**src/rtl/pipe_pkg.sv**
```systemverilog
// ----------------------------------------------------------------------------
// pipe_pkg
// Shared definitions for the skid-buffered pipeline stage.
//   state_t     : occupancy encoding of the stage (EMPTY / ONE / FULL)
//   DEF_DATA_W  : default payload width in bits
//   DEF_CNT_W   : default stall-counter width in bits
// ----------------------------------------------------------------------------
package pipe_pkg;

   // Occupancy of the stage. The fourth code (2'd3) is unused and is
   // treated as an illegal state that recovers to EMPTY.
   typedef enum logic [1:0] {
      EMPTY = 2'd0,
      ONE   = 2'd1,
      FULL  = 2'd2
   } state_t;

   localparam int DEF_DATA_W = 32;
   localparam int DEF_CNT_W  = 16;

endpackage : pipe_pkg

```
**src/rtl/pipe_skid_reg.sv**
```systemverilog
// ----------------------------------------------------------------------------
// pipe_skid_reg
// Two-entry skid register between a valid/ready upstream and downstream.
// All state is captured on the falling edge of clk. in_ready depends only on
// registered state, so there is no combinational path from out_ready to
// in_ready.
//
// Ports
//   clk        in   single clock, falling-edge active
//   reset      in   asynchronous, active-low reset
//   in_valid   in   upstream offers a payload
//   in_data    in   upstream payload (DATA_W bits)
//   in_nop     in   upstream payload is a bubble
//   in_ready   out  stage can accept a payload on the next falling edge
//   out_valid  out  stage holds a payload for downstream
//   out_data   out  head payload, 0 when out_valid=0
//   out_nop    out  head is a bubble, 1 when out_valid=0
//   out_ready  in   downstream accepts the head on the next falling edge
//   flush      in   discard all held payloads (highest priority)
//   clr_stats  in   zero the stall counter
//   stall_cnt  out  saturating count of edges with out_valid=1, out_ready=0
// ----------------------------------------------------------------------------
module pipe_skid_reg
   import pipe_pkg::*;
#(
   parameter int DATA_W = DEF_DATA_W,
   parameter int CNT_W  = DEF_CNT_W
) (
   input  logic              clk,
   input  logic              reset,
   input  logic              in_valid,
   input  logic [DATA_W-1:0] in_data,
   input  logic              in_nop,
   output logic              in_ready,
   output logic              out_valid,
   output logic [DATA_W-1:0] out_data,
   output logic              out_nop,
   input  logic              out_ready,
   input  logic              flush,
   input  logic              clr_stats,
   output logic [CNT_W-1:0]  stall_cnt
);

   state_t              r_state;
   logic [DATA_W-1:0]   r_mainData;
   logic                r_mainNop;
   logic [DATA_W-1:0]   r_skidData;
   logic                r_skidNop;
   logic [CNT_W-1:0]    r_stallCnt;

   state_t              w_nextState;
   logic [DATA_W-1:0]   w_nextMainData;
   logic                w_nextMainNop;
   logic [DATA_W-1:0]   w_nextSkidData;
   logic                w_nextSkidNop;

   logic                w_inReady;
   logic                w_outValid;
   logic                w_accept;
   logic                w_transfer;

   // Handshake qualifiers come straight from the registered state; the
   // illegal code 2'd3 reports not-valid so nothing leaks out of it.
   assign w_inReady  = (r_state != FULL);
   assign w_outValid = (r_state == ONE) || (r_state == FULL);
   assign w_accept   = in_valid && w_inReady;
   assign w_transfer = w_outValid && out_ready;

   // Next-state and next-entry logic. Entries hold unless an event moves
   // them. A slot that becomes empty is cleared to data 0 / nop 1 so that
   // a vacant entry always looks like a bubble. flush overrides everything,
   // including an accept or transfer on the same edge.
   always_comb begin
      w_nextState    = r_state;
      w_nextMainData = r_mainData;
      w_nextMainNop  = r_mainNop;
      w_nextSkidData = r_skidData;
      w_nextSkidNop  = r_skidNop;

      case (r_state)
         EMPTY: begin
            if (w_accept) begin
               w_nextState    = ONE;
               w_nextMainData = in_data;
               w_nextMainNop  = in_nop;
            end
         end
         ONE: begin
            if (w_accept && w_transfer) begin
               w_nextMainData = in_data;
               w_nextMainNop  = in_nop;
            end else if (w_accept) begin
               w_nextState    = FULL;
               w_nextSkidData = in_data;
               w_nextSkidNop  = in_nop;
            end else if (w_transfer) begin
               w_nextState    = EMPTY;
               w_nextMainData = '0;
               w_nextMainNop  = 1'b1;
            end
         end
         FULL: begin
            if (w_transfer) begin
               w_nextState    = ONE;
               w_nextMainData = r_skidData;
               w_nextMainNop  = r_skidNop;
               w_nextSkidData = '0;
               w_nextSkidNop  = 1'b1;
            end
         end
         default: begin
            w_nextState    = EMPTY;
            w_nextMainData = '0;
            w_nextMainNop  = 1'b1;
            w_nextSkidData = '0;
            w_nextSkidNop  = 1'b1;
         end
      endcase

      if (flush) begin
         w_nextState    = EMPTY;
         w_nextMainData = '0;
         w_nextMainNop  = 1'b1;
         w_nextSkidData = '0;
         w_nextSkidNop  = 1'b1;
      end
   end

   // State and entry registers, captured on the falling edge.
   always_ff @(negedge clk or negedge reset) begin
      if (!reset) begin
         r_state    <= EMPTY;
         r_mainData <= '0;
         r_mainNop  <= 1'b1;
         r_skidData <= '0;
         r_skidNop  <= 1'b1;
      end else begin
         r_state    <= w_nextState;
         r_mainData <= w_nextMainData;
         r_mainNop  <= w_nextMainNop;
         r_skidData <= w_nextSkidData;
         r_skidNop  <= w_nextSkidNop;
      end
   end

   // Stall counter: counts edges where the head is offered but refused.
   // clr_stats wins over the increment; flush leaves the count alone.
   always_ff @(negedge clk or negedge reset) begin
      if (!reset) begin
         r_stallCnt <= '0;
      end else if (clr_stats) begin
         r_stallCnt <= '0;
      end else if (w_outValid && !out_ready && !(&r_stallCnt)) begin
         r_stallCnt <= r_stallCnt + 1'b1;
      end
   end

   // Outputs are forced to a bubble whenever nothing is held.
   assign in_ready  = w_inReady;
   assign out_valid = w_outValid;
   assign out_data  = w_outValid ? r_mainData : '0;
   assign out_nop   = w_outValid ? r_mainNop : 1'b1;
   assign stall_cnt = r_stallCnt;

endmodule : pipe_skid_reg
```
**config.mk**
```make
export PLATFORM = sky130hd
export DESIGN_NAME = pipe_skid_reg
export DESIGN_NICKNAME = d
export VERILOG_FILES = /design/src/rtl/pipe_pkg.sv /design/src/rtl/pipe_skid_reg.sv
export SDC_FILE = /design/constraint.sdc
export NUM_CORES = 1
export LEC_CHECK = 0
export BUFFER_PORTS_ARGS = -buffer_cell sky130_fd_sc_hd__buf_2
export CAP_MARGIN = 15
export CELL_PAD_IN_SITES_DETAIL_PLACEMENT = 1
export CELL_PAD_IN_SITES_GLOBAL_PLACEMENT = 1
export CORE_ASPECT_RATIO = 0.5
export CORE_UTILIZATION = 30
export DETAILED_ROUTE_END_ITERATION = 8
export PLACE_DENSITY = 0.63
export SLEW_MARGIN = 15
export SYNTH_ARGS = -nofsm -noshare
export SYNTH_HDL_FRONTEND = slang
export SYNTH_SLANG_ARGS = --single-unit
```
**constraint.sdc**
```tcl
create_clock -name clk -period 4.2 [get_ports clk]
set_input_delay 0.42 -clock clk [delete_from_list [all_inputs] [get_ports clk]]
set_output_delay 0.42 -clock clk [all_outputs]
set_load 0.1 [all_outputs]
```
==> results of run 1 <==
==> flip-flops by register name (all words and copies together) (netlist names) <==
name,count
r_mainData,32
r_skidData,32
stall_cnt,16
r_state,2
r_mainNop,1
r_skidNop,1
==> cells in the mapped netlist, drive strengths merged, types with 2 or more instances <==
master / count / area, um^2
a21oi: 13 / 65.1
or3: 2 / 12.5
buf: 15 / 87.6
nand2b: 4 / 25.0
o22ai: 2 / 18.8
and2: 32 / 200
o21bai: 2 / 15.0
dfstp: 2 / 52.6
or4: 8 / 61.3
a22oi: 33 / 253
and3: 2 / 15.0
o31ai: 8 / 60.1
inv: 38 / 143
mux2i: 33 / 330
nand4: 6 / 65.1
nand3b: 2 / 15.0
nand3: 5 / 37.5
nor4: 5 / 46.3
a21o: 2 / 15.0
nand2: 39 / 146
nor2: 8 / 30.0
o2bb2ai: 32 / 280
o21ai: 7 / 35.0
ha: 6 / 75.1
mux2: 8 / 90.1
dfrtn: 82 / 2050
nor2b: 7 / 43.8
clkbuf: 13 / 58.8
==> kinds of logic (layout without fill, tap and decap cells) <==
family	count (synthesis)	count (layout)	share of synthesized area
buffers and inverters	67	171	0.0673
and+or+nand+nor	126	126	0.168
adders and majority gates	6	6	0.0170
AOI/OAI and AO/OA	101	101	0.177
muxes	41	41	0.0950
DFF	84	84	0.475
==> area by class of cell <==
class                           instances  area (um^2)  share of cell area
Clock buffer                           10          229              0.0369
Clock inverter                          8         78.8              0.0127
Inverter                               37          139              0.0224
Multi-Input combinational cell        274         2160               0.349
Sequential cell                        84         2100               0.339
Tap cell                              192          240              0.0387
Timing Repair Buffer                  116         1250               0.201
==> power by group through the flow <==
stage	clock network (mW)	logic (mW)	registers [mW]
2_1_floorplan	0.00447	1.40	1.14
3_3_place_gp	0.00447	2.11	1.15
3_5_place_dp	0.00447	2.14	1.15
4_1_cts	0.839	2.20	1.14
5_1_grt	0.873	2.37	1.17
6_report	0.815	2.23	1.14
==> metal layers <==
| metal | up-vias | global-route usage | routed length (um) |
|---|---|---|---|
| met2 | 45 | 0.300 | 6020 |
| met4 | 2 | 0.0383 | 98 |
| met3 | 9 | 0.0456 | 389 |
| met5 | - | 0 | 17 |
| met1 | 1819 | 0.211 | 5730 |
| li1 | 1701 | - | - |
==> stage by stage <==
stage	cell area, um^2	hold WS [ns]	util	setup TNS, ns
finish	6200	0.433	0.444	-1.11
global route	6200	0.452	0.444	-3.00
CTS	6160	0.441	0.441	-1.07
detailed placement	5800	0.436	0.416	-0.0226
global placement	5800	0.435	0.416	0
floorplan	4530	0.409	-	0
==> how the worst max path moves through the flow <==
stage          startpoint            to  slack (ns)  cells after the start
3_5_place_dp    out_ready     r_mainNop       -0.02                      5
6_report       r_state[0]  out_data[26]       -0.05                      5
5_1_grt        r_state[0]  out_data[26]       -0.12                      5
4_1_cts        r_state[0]  out_data[26]       -0.05                      5
2_1_floorplan  r_state[1]  out_data[10]       0.002                      5
3_3_place_gp    out_ready     r_mainNop        0.02                      5
==> critical path: cells and delay by family (launching register included) <==
family / cells / cell delay, ns
DFF: 1 / 0.45
adders and majority gates: 1 / 0.38
and+or+nand+nor: 1 / 0.16
buffers and inverters: 3 / 0.40
==> repair_timing <==
| item | 4_1_cts | 5_1_grt |
|---|---|---|
| pin swaps | 18 | 3 |
| resized for setup | 2 | 5 |
| gates cloned | 0 | 0 |
| setup buffers | 5 | 2 |
| endpoints found under the setup margin | 34 | 33 |
| hold buffers | 0 | 0 |
==> impl_summary.log, run 1 <==
[metrics] most frequent cell on the critical path: buf_12
[metrics] final weighted congestion of routability-driven global placement: 0.758
[metrics] Clk pwr share: 0.194
[metrics] power share of the sequential group: 0.273
[metrics] CP endpoint kind: output pin
[metrics] pin slew with the least headroom to its limit: 1.08 ns
[metrics] wire length reported by the detailed router: 12.3 mm
[metrics] Synthesis Warnings: 0
[metrics] max capacitance violation total: 0
[metrics] crit path cell chain: inv_2, ha_4, buf_12, and2_4, buf_12
[metrics] Power, Total: 4.19 mW
[metrics] clock tree from TritonCTS: yes
[metrics] width of the die: 174 um
[metrics] number of enable flip-flop cells after synthesis: 0
[metrics] post-layout net count: 569
[metrics] Leak Pwr: 2.83 nW
[metrics] endpoint of the worst-slack reg-to-reg timing path: r_mainNop
[metrics] leading cell type in the layout, fill and taps excluded: dfrtn_1
[metrics] Core Area: 0.0140 mm^2
[metrics] Die Area: 0.0153 mm^2
[metrics] Worst EP arrival: 3.83 ns
[metrics] destination of the worst hold path: r_mainData[28]
[metrics] worst setup skew after layout: 0.0438 ns
[metrics] vias after detailed routing: 3576
[metrics] via count of the first global-routing pass: 3888
[metrics] pwr/cell area: 676 mW/mm^2
[metrics] Final HPWL DP: 8.18 mm
[metrics] type of the setup path with the least slack: reg2out
[metrics] RSZ-0062 raised after global routing: true
[metrics] portion of the post-synthesis area used by sequential elements: 0.475
[metrics] Hold Startpoint: r_mainData[28]
[metrics] Worst Path Max Fanout: 13
[metrics] post-route non-filler standard cell count: 721
[metrics] share of final-layout standard cells stronger than drive strength 1: 0.367
[metrics] total gr overflow: 0
[metrics] via count normalized by instance count: 4.96
[metrics] Remaining DRCs: 0
[metrics] post-synth design cell area: 0.00443 mm^2
[metrics] source-to-sink clock delay at the later pin of the worst-skew pair: 0.38 ns
[metrics] CTS buffer count: 9
[metrics] synthesized area per cell: 10.4 um^2
[metrics] worst slew slack as a fraction of its limit: 0.280
[metrics] diode count: 0
[metrics] hold path depth: 1
[metrics] worst slack, placed: -0.0226 ns
[metrics] Longest Clk Path Bufs: 2
[metrics] Peak VDD IR: 0.206 mV
[metrics] worst reg-to-reg setup slack: 1.58 ns
[metrics] count of input and output buffers: 89
[metrics] antenna viol nets, final: 0
[metrics] reg-to-reg startpoint: r_state[1]
[metrics] site row count: 30
[metrics] Placed Instances: 697
[metrics] Filler Cells Inserted: 1535
[metrics] Sw Share: 0.433
[metrics] post-detailed-route wirelength per cell: 17.0 um
[metrics] total clock sinks: 84
[metrics] Int Power: 2.38 mW
[metrics] detailed-router iteration count before antenna repair: 4
[metrics] worst reg2reg path depth: 7
[metrics] net switching component of the power: 1.82 mW
[metrics] Die Span Y: 87.9 um
[metrics] maximum number of pins on one net before global-route repair: 40
[metrics] GRT Resource Usage Total: 0.170
[metrics] number of distinct library cell variants in the gate-level netlist after synthesis: 47
[metrics] Initial Utilization: 0.317
[metrics] worst hold-check path type: reg2reg
[metrics] fraction of registers with async set or reset after synthesis: 1.00
[metrics] total count of max-transition violations in the final report: 0
[metrics] Final Hold Fails: 0
[metrics] top-level port count: 90
[metrics] area growth from synthesis to layout: 40.1%
[metrics] post-route worst setup slack: -0.0512 ns
[metrics] wire length of the first global-routing pass: 20.3 mm
[metrics] CTS root buffer: clkbuf_16
[metrics] cell count after synthesis: 425
[metrics] post-CTS clock slew at the launch and capture registers of the worst setup and hold paths: 0.05 ns
[metrics] most frequent cells in the layout: dfrtn_1 (82), buf_2 (54), buf_12 (40), nand2_1 (39), inv_1 (37)
[metrics] CP required: 3.78 ns
[metrics] crit-path max cell delay: 0.45 ns
[metrics] register bit count reported by yosys: 84
[metrics] violated checks: setup timing
[metrics] power share of the combinational group: 0.533
[metrics] antenna violations before repair: 1
[metrics] DRC marker count from the first detailed-route iteration: 128
[metrics] top_reg_cell synth: dfrtn_1
[metrics] type of element launching the critical path: register
[metrics] cell at the slowest stage of the critical path: dfrtn_1
[metrics] status: finished, violations left
[metrics] H-tree Lvls: 3
[metrics] final number of setup-violating endpoints: 32
[metrics] post-synthesis net count: 470
No activity file was read; power rests on OpenSTA's default activity.
==> inputs of run 2 (changes only) <==
CORE_MARGIN = 10   (was not set)
CORE_UTILIZATION = 46   (was 30)
PLACE_DENSITY = 0.88   (was 0.63)
TNS_END_PERCENT = 30   (was not set)
==> run 2 against run 1 <==
  * The flow still finishes with violations (setup timing)
  * Worst hold slack gained 0.0035 ns
  * Cell count shrank 9.2%
  * Final area shrank 2.7%
  * Critical endpoint is now out_valid
  * Critical path depth is the same
  * Sequential share of layout area grew 0.94 points
  * First-iteration DRC count grew 110%
==> impl_summary.log, run 2 (synthesis gave the netlist of run 1 again) <==
[metrics] Worst Path Max Fanout: 18 (+5)
[metrics] Initial Utilization: 0.470 (+0.153)
[metrics] type of the setup path with the least slack: reg2out
[metrics] total count of max-transition violations in the final report: 0 (unchanged)
[metrics] CTS root buffer: clkbuf_16
[metrics] final number of setup-violating endpoints: 33 (+3.1%)
[metrics] H-tree Lvls: 3 (unchanged)
[metrics] Remaining DRCs: 0 (unchanged)
[metrics] post-route worst setup slack: -0.0576 ns (-0.00644 ns)
[metrics] area growth from synthesis to layout: 36.3%
[metrics] post-detailed-route wirelength per cell: 24.1 um (+42%)
[metrics] net switching component of the power: 1.95 mW (+7.5%)
[metrics] wire length of the first global-routing pass: 24.9 mm (+23%)
[metrics] detailed-router iteration count before antenna repair: 6 (+2)
[metrics] Sw Share: 0.459 (+0.0256)
[metrics] leading cell type in the layout, fill and taps excluded: dfrtn_1
[metrics] Final HPWL DP: 9.30 mm (+14%)
[metrics] Sequential cell area: 0.00210 mm^2 (unchanged)
[metrics] worst reg-to-reg setup slack: 1.60 ns (+0.02 ns)
[metrics] Layout Cell Area excl Fill: 0.00604 mm^2 (-2.7%)
[metrics] wire length reported by the detailed router: 15.8 mm (+29%)
[metrics] pin slew with the least headroom to its limit: 0.744 ns (-0.337 ns)
[metrics] total clock sinks: 84 (unchanged)
[metrics] worst hold-check path type: reg2reg
[metrics] DRC marker count from the first detailed-route iteration: 265 (+110%)
[metrics] Filler Cells Inserted: 967 (-37%)
[metrics] Peak VDD IR: 0.257 mV (+25%)
[metrics] area used by multi-input combinational logic: 0.00215 mm^2 (-0.87%)
[metrics] worst slew slack as a fraction of its limit: 0.504 (+0.224)
[metrics] status: finished, violations left
[metrics] vias after detailed routing: 3847 (+7.6%)
[metrics] Clk pwr share: 0.187 (-0.007)
[metrics] placed inst area: 0.00566 mm^2 (-2.4%)
[metrics] Power, Total: 4.26 mW (+1.5%)
[metrics] top-level port count: 90 (unchanged)
[metrics] via count of the first global-routing pass: 4246 (+9.2%)
[metrics] width of the die: 159 um (-8.7%)
[metrics] number of buffers inserted for hold repair after clock tree synthesis: 0 (unchanged)
[metrics] via count normalized by instance count: 5.87 (+18%)
[metrics] post-CTS clock slew at the launch and capture registers of the worst setup and hold paths: 0.05 ns (about the same)
[metrics] Placed Instances: 631 (-9.5%)
[metrics] post-route non-filler standard cell count: 655 (-9.2%)
[metrics] share of final-layout standard cells stronger than drive strength 1: 0.355 (-0.0122)
[metrics] type of element launching the critical path: register
[metrics] most frequent cells in the layout: dfrtn_1 (82), buf_2 (53), buf_12 (40), nand2_1 (39), inv_1 (37)
[metrics] Longest Clk Path Bufs: 2 (unchanged)
[metrics] site row count: 25 (-17%)
[metrics] CP endpoint kind: output pin
[metrics] worst slack, placed: 0.0883 ns (+0.111 ns)
[metrics] antenna viol nets, final: 0 (unchanged)
[metrics] Core Area: 0.00942 mm^2 (-33%)
[metrics] count of input and output buffers: 89 (unchanged)
[metrics] Die Area: 0.0142 mm^2 (-7.1%)
[metrics] Die Span Y: 89.4 um (+1.7%)
[metrics] Final Hold Fails: 0 (unchanged)
[metrics] total gr overflow: 0 (unchanged)
[metrics] maximum number of pins on one net before global-route repair: 76 (+90%)
[metrics] pwr/cell area: 705 mW/mm^2 (+4.3%)
[metrics] CP required: 3.78 ns (about the same)
[metrics] power share of the sequential group: 0.274 (about the same)
[metrics] CTS buffer count: 9 (unchanged)
[metrics] final weighted congestion of routability-driven global placement: 0.847 (+12%)
[metrics] Worst EP arrival: 3.84 ns (about the same)
[metrics] worst setup skew after layout: 0.0621 ns (+0.0184 ns)
[metrics] post-layout net count: 560 (-1.6%)
[metrics] clock tree from TritonCTS: yes
[metrics] source-to-sink clock delay at the later pin of the worst-skew pair: 0.41 ns (+0.03 ns)
[metrics] violated checks: setup timing
[metrics] power share of the combinational group: 0.540 (+0.007)
[metrics] antenna violations before repair: 1 (unchanged)
[metrics] Leak Pwr: 2.78 nW (-1.7%)
[metrics] max capacitance violation total: 0 (unchanged)
[metrics] RSZ-0062 raised after global routing: true
[metrics] Int Power: 2.30 mW (-3.1%)
[metrics] GRT Resource Usage Total: 0.222 (+0.0524)
-- run 2: final timing paths --
check | start | to | cells after the start
min reg2reg | r_mainData[16] | r_mainData[16] | 1
max reg2reg | r_state[1] | r_state[1] | 8
max in group asynchronous | reset | r_skidNop | 2
min in group asynchronous | reset | stall_cnt[5] | 1
min | r_mainData[16] | r_mainData[16] | 1
max | r_state[1] | out_valid | 5
-- run 2: power groups by stage --
stage	logic, mW	clock network, mW	registers, mW
floorplan	1.40	0.00447	1.14
global placement	2.05	0.00447	1.14
detailed placement	2.11	0.00447	1.16
CTS	2.25	0.800	1.15
global route	2.39	0.846	1.18
finish	2.30	0.795	1.16
-- run 2: metal layers --
layer | track usage | routed length [um] | up-vias
met5 | 0 | 0 | -
met4 | 0.102 | 469 | 0
met3 | 0.0579 | 838 | 39
met2 | 0.402 | 8120 | 151
met1 | 0.248 | 6360 | 1962
li1 | - | - | 1695
-- run 2: final cells by class --
type / count / area share
multi-input combinational: 274 / 0.356
sequential: 84 / 0.349
timing repair buffer: 107 / 0.196
clock buffer: 10 / 0.0415
tap: 135 / 0.0280
inverter: 37 / 0.0230
clock inverter: 7 / 0.00705
antenna: 1 / 0.000415
-- run 2: what timing repair did --
item / in CTS / in global routing
gates resized for setup: 2 / 6
buffers inserted: 6 / 1
pin swaps: 1 / 11
setup endpoints to repair: 35 / 34
-- run 2: metrics by stage --
step,TNS (ns),util,hold WS [ns]
after floorplan,-0.452,-,0.409
after detailed placement,0,0.601,0.436
after global placement,0,0.601,0.431
after CTS,0,0.639,0.439
after global routing,-1.80,0.641,0.456
final,-1.21,0.641,0.437
-- run 2: worst max-delay path, cell delays in order (launching register included) --
cell	delay, ns
dfrtn_1	0.46
inv_2	0.08
ha_4	0.33
buf_12	0.17
buf_4	0.16
buf_12	0.17
==> inputs of run 3 (changes only) <==
CORE_UTILIZATION = 47   (was 46)
CTS_BUF_LIST = sky130_fd_sc_hd__clkbuf_4   (was not set)
PLACE_DENSITY = 0.9   (was 0.88)
==> run 3 against run 2 <==
  * Global-route usage grew 2.9 points
  * Non-clock buffer count is 4 higher
  * Core utilization grew 1.8 points
  * Die area fell by 1.8%
  * Combinational power about the same
  * Flip-flop and latch count did not move
  * Sequential power is essentially flat
  * Clock skew increased by 0.019 ns
  * Register-to-register slack got worse by 0.11 ns
  * Routed wire length increased by 11%
  * Setup slack lost 0.12 ns
  * Highest routed layer unchanged
  * Critical endpoint is now out_data[30]
  * The flow still finishes with violations (setup timing)
  * Worst hold slack better by 0.0060 ns
==> impl_summary.log, run 3 (synthesis gave the netlist of run 1 again) <==
[metrics] net switching component of the power: 1.97 mW (+1.1%)
[metrics] via count of the first global-routing pass: 4452 (+4.9%)
[metrics] total count of max-transition violations in the final report: 0 (unchanged)
[metrics] post-CTS clock slew at the launch and capture registers of the worst setup and hold paths: 0.11 ns (+0.06 ns)
[metrics] CP endpoint kind: output pin
[metrics] width of the die: 157 um (-0.93%)
[metrics] Power, Total: 4.14 mW (-2.7%)
[metrics] post-route non-filler standard cell count: 645 (-1.5%)
[metrics] wire length reported by the detailed router: 17.5 mm (+11%)
[metrics] area used by multi-input combinational logic: 0.00213 mm^2 (-0.87%)
[metrics] worst setup skew after layout: 0.0814 ns (+0.0193 ns)
[metrics] Core Area: 0.00895 mm^2 (-5.0%)
[metrics] final number of setup-violating endpoints: 35 (+6.1%)
[metrics] CTS buffer count: 9 (unchanged)
[metrics] Worst EP arrival: 3.95 ns (+0.11 ns)
[metrics] final weighted congestion of routability-driven global placement: 0.766 (-9.6%)
[metrics] type of element launching the critical path: register
[metrics] number of buffers inserted for hold repair after clock tree synthesis: 0 (unchanged)
[metrics] buffers plus inverters on the worst setup path: 3 (-1)
[metrics] Worst Path Max Fanout: 10 (-8)
[metrics] total clock sinks: 84 (unchanged)
[metrics] type of the setup path with the least slack: reg2out
[metrics] fin util: 0.659 (+0.0183)
[metrics] top-level port count: 90 (unchanged)
[metrics] endpoint of the worst-slack reg-to-reg timing path: r_skidData[31]
[metrics] detailed-router iteration count before antenna repair: 4 (-2)
[metrics] Filler Cells Inserted: 947 (-2.1%)
[metrics] worst reg-to-reg setup slack: 1.49 ns (-0.11 ns)
[metrics] most frequent cells in the layout: dfrtn_1 (82), buf_2 (53), nand2_1 (39), inv_1 (37), buf_12 (37)
[metrics] Leak Pwr: 2.74 nW (-1.6%)
[metrics] worst hold-check path type: reg2reg
[metrics] crit path cell chain: inv_2, ha_4, buf_8, and2_4, buf_12
[metrics] Final HPWL DP: 9.29 mm (about the same)
[metrics] cell at the slowest stage of the critical path: dfrtn_1
[metrics] antenna violations before repair: 3 (+2)
[metrics] status: finished, violations left
[metrics] GRT Resource Usage Total: 0.252 (+0.0292)
[metrics] Peak VDD IR: 0.293 mV (+14%)
[metrics] power share of the combinational group: 0.557 (+0.017)
[metrics] total gr overflow: 0 (unchanged)
[metrics] antenna viol nets, final: 0 (unchanged)
[metrics] M1 GR Usage: 0.290 (+0.0423)
[metrics] violated checks: setup timing
[metrics] power share of the sequential group: 0.285 (+0.011)
[metrics] Sequential cell area: 0.00210 mm^2 (unchanged)
[metrics] Initial Utilization: 0.495 (+0.0245)
[metrics] maximum number of pins on one net before global-route repair: 61 (-20%)
[metrics] DRC marker count from the first detailed-route iteration: 292 (+10%)
[metrics] crit-path max cell delay: 0.49 ns (+0.03 ns)
[metrics] destination of the worst hold path: r_mainData[19]
[metrics] source-to-sink clock delay at the later pin of the worst-skew pair: 0.52 ns (+0.11 ns)
[metrics] count of input and output buffers: 89 (unchanged)
[metrics] Die Area: 0.0139 mm^2 (-1.8%)
[metrics] Final Hold Fails: 0 (unchanged)
[metrics] Sw Share: 0.477 (+0.0182)
[metrics] hold path depth: 1 (unchanged)
[metrics] Placed Instances: 614 (-2.7%)
[metrics] worst slew slack as a fraction of its limit: 0.375 (-0.129)
[metrics] Post-Route Setup TNS: -5.07 ns (-3.86 ns)
[metrics] global routing usage on met2: 0.424 (+0.0219)
[metrics] share of final-layout standard cells stronger than drive strength 1: 0.361 (+0.00616)
[metrics] Die Span Y: 88.6 um (-0.83%)
[metrics] CP required: 3.78 ns (about the same)
[metrics] wire length of the first global-routing pass: 26.7 mm (+6.9%)
[metrics] area growth from synthesis to layout: 33.3%
[metrics] vias after detailed routing: 4049 (+5.3%)
[metrics] via count normalized by instance count: 6.28 (+6.9%)
[metrics] site row count: 24 (-4.0%)
[metrics] RSZ-0062 raised after global routing: true
[metrics] max capacitance violation total: 0 (unchanged)
[metrics] worst reg2reg path depth: 8 (unchanged)
[metrics] CTS root buffer: clkbuf_4
[metrics] global routing usage on met3: 0.0625 (+0.00457)
[metrics] clock tree from TritonCTS: yes
[metrics] Longest Clk Path Bufs: 2 (unchanged)
[metrics] pin slew with the least headroom to its limit: 0.937 ns (+0.193 ns)
[metrics] Int Power: 2.17 mW (-6.0%)
[metrics] cell class contributing the biggest share of worst-path delay: flip-flops
[metrics] H-tree Lvls: 3 (unchanged)
[metrics] layer with the highest usage after global routing: met2
[metrics] Clk pwr share: 0.158 (-0.029)
[metrics] leading cell type in the layout, fill and taps excluded: dfrtn_1
[metrics] post-layout net count: 564 (+0.71%)
[metrics] post-route worst setup slack: -0.173 ns (-0.116 ns)
[metrics] reg-to-reg startpoint: r_state[1]
[metrics] Hold Startpoint: r_mainData[19]
[metrics] pwr/cell area: 702 mW/mm^2 (-0.50%)
[metrics] post-detailed-route wirelength per cell: 27.1 um (+12%)
[metrics] Remaining DRCs: 0 (unchanged)
run 3: changes by cell type in the layout (fill, tap and decap cells not counted), sizes merged:
cell	previous run	this run
clkbuf	11	10
bufinv	0	3
diode	1	4
buf	106	111
clkinv	4	0
clkinvlp	1	3
run 3: worst max-delay path by stage:
stage | from | end | slack (ns) | depth (start not counted)
finish | r_state[1] | out_data[30] | -0.17 | 5
global route | r_state[1] | out_data[8] | -0.21 | 5
CTS | r_state[0] | out_data[18] | -0.07 | 5
detailed placement | out_ready | r_mainData[11] | 0.06 | 6
global placement | r_state[1] | out_data[0] | 0.19 | 4
floorplan | r_state[1] | out_data[10] | -0.02 | 5
run 3: power by group through the flow:
stage	logic, mW	clock network [mW]	registers (mW)
3_5_place_dp	2.07	0.00447	1.15
3_3_place_gp	2.01	0.00447	1.14
6_report	2.31	0.653	1.18
5_1_grt	2.39	0.698	1.19
2_1_floorplan	1.40	0.00447	1.14
4_1_cts	2.23	0.631	1.15
run 3: repair_timing:
item                       CTS  global route
hold endpoints to repair     0             0
gates resized for setup      9             1
pin swaps                   20             3
setup endpoints to repair   35            35
buffers inserted             9             1
run 3: routing by layer:
layer	wire, um	part of all wire	vias up
met1	6670	0.38	2098
met2	8750	0.50	177
li1	-	-	1702
met3	1130	0.065	72
met4	930	0.053	0
met5	0	0	-
run 3: worst register-to-register path: stages, from the launching register on:
cell      delay (ns)
dfrtn_1         0.41
buf_4           0.15
buf_4           0.15
ha_1            0.38
nand2b_1        0.34
o21ai_0         0.30
a21o_2          0.19
buf_4           0.40
mux2i_1         0.22
run 3: final cells by class:
class | count | share of cell area
sequential | 84 | 0.357
antenna | 4 | 0.00170
inverter | 37 | 0.0235
clock buffer | 10 | 0.0127
tap | 117 | 0.0248
timing repair buffer | 111 | 0.200
multi-input combinational | 274 | 0.360
clock inverter | 8 | 0.0204
run 3: stage by stage:
step | cell area [um^2] | hold WS, ns | setup WS (ns)
2_1_floorplan | 4530 | 0.409 | -0.0226
3_5_place_dp | 5590 | 0.434 | 0.0592
5_1_grt | 5900 | 0.450 | -0.211
3_3_place_gp | 5590 | 0.431 | 0.186
4_1_cts | 5880 | 0.443 | -0.0671
6_report | 5900 | 0.443 | -0.173
